[src/rtl/filter_phase_engine.sv]
// Filter-phase responder: walks the image one 32-bit word at a time (read -> filter -> write-back).
// Optional memory watchdog with sticky phase_error is enabled by defining MEM_TIMEOUT_EN.
module filter_phase_engine #(
    parameter int IMG_WIDTH  = 640,
    parameter int IMG_HEIGHT = 480,
    parameter int NUM_WORDS  = IMG_WIDTH * IMG_HEIGHT / 4
) (
    input  logic        clk,
    input  logic        n_rst,
    input  logic        en_filter_phase,
    input  logic [1:0]  system_filter,
    input  logic [31:0] input_address,
    input  logic [31:0] output_address,
    output logic        filter_phase_done,
    output logic [31:0] mem_addr,
    output logic        mem_read,
    output logic        mem_write,
    output logic [31:0] mem_wdata,
    input  logic [31:0] mem_rdata,
    input  logic        mem_ack,
    output logic        pix_out_valid,
    output logic [31:0] pix_out_data,
    output logic [1:0]  pix_out_filter,
    input  logic        pix_out_ready,
    input  logic        pix_in_valid,
    input  logic [31:0] pix_in_data
`ifdef MEM_TIMEOUT_EN
    ,
    output logic        phase_error
`endif
);

    localparam int          IDX_W    = 17;
    localparam logic [16:0] LAST_IDX = IDX_W'(NUM_WORDS - 1);

    typedef enum logic [2:0] {
        S_IDLE,
        S_READ,
        S_SEND,
        S_RESULT,
        S_WRITE,
        S_DONE
    } state_t;

    state_t             state_q, state_d;
    logic [IDX_W-1:0]   idx_q, idx_d;
    logic [31:0]        rd_addr_q, rd_addr_d;
    logic [31:0]        wr_addr_q, wr_addr_d;
    logic [31:0]        word_q, word_d;
    logic [31:0]        result_q, result_d;
    logic [1:0]         filter_q, filter_d;
`ifdef MEM_TIMEOUT_EN
    logic [7:0]         wdog_q, wdog_d;
    logic               err_q, err_d;
`endif

    always_ff @(posedge clk or negedge n_rst) begin
        if (!n_rst) begin
            state_q   <= S_IDLE;
            idx_q     <= '0;
            rd_addr_q <= '0;
            wr_addr_q <= '0;
            word_q    <= '0;
            result_q  <= '0;
            filter_q  <= '0;
`ifdef MEM_TIMEOUT_EN
            wdog_q    <= '0;
            err_q     <= 1'b0;
`endif
        end else begin
            state_q   <= state_d;
            idx_q     <= idx_d;
            rd_addr_q <= rd_addr_d;
            wr_addr_q <= wr_addr_d;
            word_q    <= word_d;
            result_q  <= result_d;
            filter_q  <= filter_d;
`ifdef MEM_TIMEOUT_EN
            wdog_q    <= wdog_d;
            err_q     <= err_d;
`endif
        end
    end

    always_comb begin
        state_d   = state_q;
        idx_d     = idx_q;
        rd_addr_d = rd_addr_q;
        wr_addr_d = wr_addr_q;
        word_d    = word_q;
        result_d  = result_q;
        filter_d  = filter_q;
`ifdef MEM_TIMEOUT_EN
        wdog_d    = '0;
        err_d     = err_q;
`endif
        case (state_q)
            S_IDLE: begin
                if (en_filter_phase) begin
                    filter_d  = system_filter;
                    rd_addr_d = input_address;
                    wr_addr_d = output_address;
                    idx_d     = '0;
`ifdef MEM_TIMEOUT_EN
                    err_d     = 1'b0;
`endif
                    state_d   = S_READ;
                end
            end
            S_READ: begin
                if (mem_ack) begin
                    word_d  = mem_rdata;
                    state_d = S_SEND;
                end
`ifdef MEM_TIMEOUT_EN
                // 255th consecutive unacknowledged cycle abandons the phase
                else if (wdog_q == 8'd254) begin
                    err_d   = 1'b1;
                    state_d = S_DONE;
                end else begin
                    wdog_d = wdog_q + 8'd1;
                end
`endif
            end
            S_SEND: begin
                if (pix_out_ready) begin
                    state_d = S_RESULT;
                end
            end
            S_RESULT: begin
                if (pix_in_valid) begin
                    result_d = pix_in_data;
                    state_d  = S_WRITE;
                end
            end
            S_WRITE: begin
                if (mem_ack) begin
                    if (idx_q == LAST_IDX) begin
                        state_d = S_DONE;
                    end else begin
                        // Byte addresses advance by one word and wrap modulo 2^32
                        idx_d     = idx_q + 17'd1;
                        rd_addr_d = rd_addr_q + 32'd4;
                        wr_addr_d = wr_addr_q + 32'd4;
                        state_d   = S_READ;
                    end
                end
`ifdef MEM_TIMEOUT_EN
                else if (wdog_q == 8'd254) begin
                    err_d   = 1'b1;
                    state_d = S_DONE;
                end else begin
                    wdog_d = wdog_q + 8'd1;
                end
`endif
            end
            S_DONE: begin
                state_d = S_IDLE;
            end
            default: begin
                state_d = S_IDLE;
            end
        endcase
    end

    // Every output is decoded from registered state only
    always_comb begin
        mem_addr = '0;
        if (state_q == S_READ) begin
            mem_addr = rd_addr_q;
        end else if (state_q == S_WRITE) begin
            mem_addr = wr_addr_q;
        end
    end

    assign mem_read          = (state_q == S_READ);
    assign mem_write         = (state_q == S_WRITE);
    assign mem_wdata         = result_q;
    assign pix_out_valid     = (state_q == S_SEND);
    assign pix_out_data      = word_q;
    assign pix_out_filter    = filter_q;
    assign filter_phase_done = (state_q == S_DONE);
`ifdef MEM_TIMEOUT_EN
    assign phase_error       = err_q;
`endif

endmodule

[config.mk]
export PLATFORM = sky130hd
export DESIGN_NAME = filter_phase_engine
export DESIGN_NICKNAME = d
export VERILOG_FILES = /design/src/rtl/filter_phase_engine.sv
export SDC_FILE = /design/constraint.sdc
export NUM_CORES = 1
export LEC_CHECK = 0
export CAP_MARGIN = 20
export CORE_ASPECT_RATIO = 1.25
export CORE_UTILIZATION = 48
export CTS_CLUSTER_SIZE = 16
export DETAILED_ROUTE_END_ITERATION = 10
export GPL_TIMING_DRIVEN = 0
export HOLD_SLACK_MARGIN = 0.02
export PLACE_DENSITY = 0.93
export RECOVER_POWER = 50
export SLEW_MARGIN = 20
export SYNTH_ARGS = -nofsm -noshare
export SYNTH_HDL_FRONTEND = slang
export SYNTH_SLANG_ARGS = --single-unit
[constraint.sdc]
create_clock -name clk -period 2.67 [get_ports clk]
set_input_delay 0.4005 -clock clk [delete_from_list [all_inputs] [get_ports clk]]
set_output_delay 0.4005 -clock clk [all_outputs]
set_load 0.02 [all_outputs]
==> flow_summary.json <==
{
  "status": "finished clean",
  "track_usage": 0.353,
  "gp_congestion": 0.998,
  "start_util": 0.490,
  "drtIter0Drc": 838,
  "ir_worst_vdd_v": 0.000800,
  "netlist_area_sq_mm": 0.00790,
  "setup_viol": 0,
  "areaGrowthSynthToFinish_pct": 41.6,
  "use_met2": 0.560,
  "grt_pass1_vias": 8552,
  "ant_nets": 0,
  "ys_async_sr_fraction": 1.00,
  "arrival_ns": 2.21,
  "cp_data_required_time_ns": 2.27,
  "htreeDepth": 4,
  "power.switching_w": 0.00547,
  "cap_violations": 0,
  "slew_headroom": 0.0580,
  "io_pins": 238,
  "ys_ff_latch": 150,
  "powerDensity_mw_per_mm2": 1140,
  "hold_violations": 0,
  "period_needed_ns": 2.61,
  "yosys.area.top_type_share": 0.475,
  "synth_ff_type": "dfrtp_1",
  "final-seq-area_sq_mm": 0.00375,
  "reg2regPathDepth": 6,
  "period_share": 0.976,
  "leakage_nw": 4.68,
  "synth_top_cell_by_area": "dfrtp_1",
  "holdCritPathClass": "reg -> reg",
  "clk_latency_ns": 0.44,
  "synth_edf_count": 0,
  "netlist_top_cells_area": "dfrtp_1 (48%), mux2_2 (9.3%), nand2_1 (5.2%)",
  "grt_antenna_before_repair": 1,
  "grt-ovfl-total": 0,
  "power_frac_comb": 0.469,
  "fin_worst_skew_ns": 0.0188,
  "routedWlPerCell_um": 22.0,
  "grt_max_degree": 97,
  "hpwl_um": 21200,
  "whs_path_depth": 2,
  "drive_gt1_frac": 0.166,
  "synth.distinct_cells": 63,
  "drtPass1Iterations": 5,
  "n_fill_cell": 1245,
  "cts_tree": "built",
  "core_sq_mm": 0.0161,
  "yosysSeqAreaShare": 0.475,
  "cts.path.max_buffers": 2,
  "synth_nets": 961,
  "p_int_w": 0.00726,
  "die_y_um": 145,
  "slew_viol_final": 0,
  "clkTransAtPathRegs_ns": 0.06,
  "die_area_sq_mm": 0.0170,
  "fp-row-count": 52,
  "via_count": 8366,
  "power.share.clock": 0.188,
  "fmax_mhz": 384,
  "drt_wl_total_um": 28900,
  "power_frac_seq": 0.343,
  "use_met3": 0.103,
  "cts_root_buf": "clkbuf_16",
  "p_sw_frac": 0.430,
  "nNetsFinal": 1222,
  "rsz0062_at_grt": "true",
  "vias_per_cell": 6.37,
  "die_w_um": 117,
  "grt_first_pass_wirelength_um": 45200,
  "drc": 0,
  "power.total_w": 0.0127,
  "syn_avg_cell_area_sq_um": 9.61,
  "grt.busiest_layer": "met2",
  "worst_pin_slew_ns": 1.41,
  "numCtsBuffers": 17,
  "end_kind": "primary output",
  "port-buffer-count": 237,
  "clock-sinks": 150,
  "worst_hold_slack_ns": 0.482,
  "multi_input_area_sq_mm": 0.00393,
  "critPathKind": "reg -> out",
  "grt_use_met1": 0.404,
  "synthCells": 822,
  "path_max_fanout": 10,
  "synth_warnings": 0,
  "crit_path_start_kind": "register"
}
## placed cells by master, fill, tap and decap left out, types with 5 or more instances in the layout
cell / Yosys / final
dlygate4sd3_1: 0 / 44
a2bb2oi_1: 9 / 9
and3_1: 18 / 18
and4_1: 7 / 7
or4_1: 9 / 9
dfrtp_1: 150 / 149
nor2_1: 44 / 44
o22a_1: 9 / 9
o211ai_1: 5 / 5
or3_1: 9 / 9
nor3_1: 10 / 8
nand3_1: 38 / 38
clkdlybuf4s50_1: 0 / 159
clkbuf_2: 0 / 7
buf_4: 1 / 9
a21oi_1: 67 / 67
mux2_2: 65 / 65
o21ai_0: 39 / 39
clkbuf_1: 35 / 25
nand4_1: 31 / 31
o22ai_1: 16 / 16
and2_1: 6 / 6
a22o_1: 28 / 28
a31oi_1: 10 / 10
clkbuf_16: 0 / 18
nor4_1: 5 / 5
o31ai_1: 7 / 7
buf_2: 16 / 42
nand2_1: 110 / 108
## cell families (layout without fill, tap and decap cells)
kind of cell	count (synthesis)	count (layout)	synth area share
simple gates	307	307	0.196
xor+xnor	3	3	0.00333
fa+ha+maj	3	3	0.00475
buf+inv	65	339	0.0339
mux	69	69	0.0977
other cells	0	1	0
compound gates	225	225	0.189
flops	150	150	0.475
## critical path: stages (launching register included)
cell	delay, ns
dfrtp_1	0.42
or3b_1	0.41
buf_6	0.18
clkinv_4	0.09
clkbuf_8	0.18
buf_6	0.15
a22o_1	0.17
buf_2	0.18
## through the flow
stage          setup TNS, ns  setup WS (ns)   util  cell area, sq um  cells
2_1_floorplan              0          0.247      -              7900    822
3_3_place_gp         -792.22          -5.01  0.653             10500   1275
3_5_place_dp          -36.98         -0.769  0.656             10600   1276
6_report                   0         0.0641  0.693             11200   1313
4_1_cts                    0        0.00282  0.700             11300   1313
5_1_grt                    0       0.000104  0.693             11200   1312
## metal layers
| metal | vias up | part of all wire |
|---|---|---|
| met1 | 3972 | 0.35 |
| met2 | 622 | 0.48 |
| met5 | - | 0 |
| met4 | 0 | 0.065 |
| li1 | 3615 | - |
| met3 | 157 | 0.11 |
## worst paths after layout
path | from | end | slack (ns)
min | wr_addr_q[0] | wr_addr_q[0] | 0.48
min in group asynchronous | n_rst | rd_addr_q[20] | 0.84
max in group asynchronous | n_rst | pix_out_data[14] | 0.70
min reg2reg | wr_addr_q[0] | wr_addr_q[0] | 0.48
max | state_q[1] | mem_addr[27] | 0.06
max reg2reg | rd_addr_q[8] | rd_addr_q[27] | 0.09
## state kept, by name, indices dropped and copies added (netlist names)
signal / count
mem_wdata: 32
pix_out_data: 32
rd_addr_q: 32
wr_addr_q: 32
idx_q: 17
state_q: 3
pix_out_filter: 2
## area by class of cell
cell class                 count  share of cell area
multi-input combinational    607               0.351
sequential                   150               0.336
timing repair buffer         243               0.204
clock buffer                  18              0.0393
buffer                        59              0.0304
tap                          216              0.0242
clock inverter                14              0.0126
inverter                       5             0.00212
antenna                        1            0.000224
## synthesized netlist by cell type (3+ instances only)
cell type / number
nor2b_1: 3
a2bb2oi_1: 9
ha_1: 3
nor3_1: 10
or4_1: 9
mux2_2: 65
a31oi_1: 10
o22ai_1: 16
a41oi_1: 4
or3_1: 9
and2_1: 6
clkbuf_1: 35
mux2i_1: 4
a22o_1: 28
nand3_1: 38
nand4_1: 31
o22a_1: 9
xnor2_1: 3
nor4_1: 5
inv_1: 4
and3_1: 18
buf_1: 8
nor3b_1: 4
o21ai_0: 39
and4_1: 7
o31ai_1: 7
o211ai_1: 5
dfrtp_1: 150
a21oi_1: 67
buf_2: 16
nor2_1: 44
nand2_1: 110
a31o_2: 3
## power groups by stage
| stage | Sequential (W) | Clock (W) | Combinational, W |
|---|---|---|---|
| after floorplan | 0.00467 | 0 | 0.00281 |
| after global placement | 0.00427 | 0 | 0.00593 |
| after detailed placement | 0.00435 | 0 | 0.00608 |
| after CTS | 0.00433 | 0.00242 | 0.00611 |
| after global routing | 0.00448 | 0.00251 | 0.00634 |
| final | 0.00436 | 0.00240 | 0.00597 |
## repair_timing
| action | in CTS | in global routing |
|---|---|---|
| buffers inserted | 4 | 0 |
| pin swaps | 1 | 0 |
| hold buffers | 1 | 0 |
| endpoints found under the hold margin | 54 | 0 |
| setup endpoints to repair | 55 | 70 |
| resized for setup | 135 | 39 |
Power figures use the tool's default switching activity.
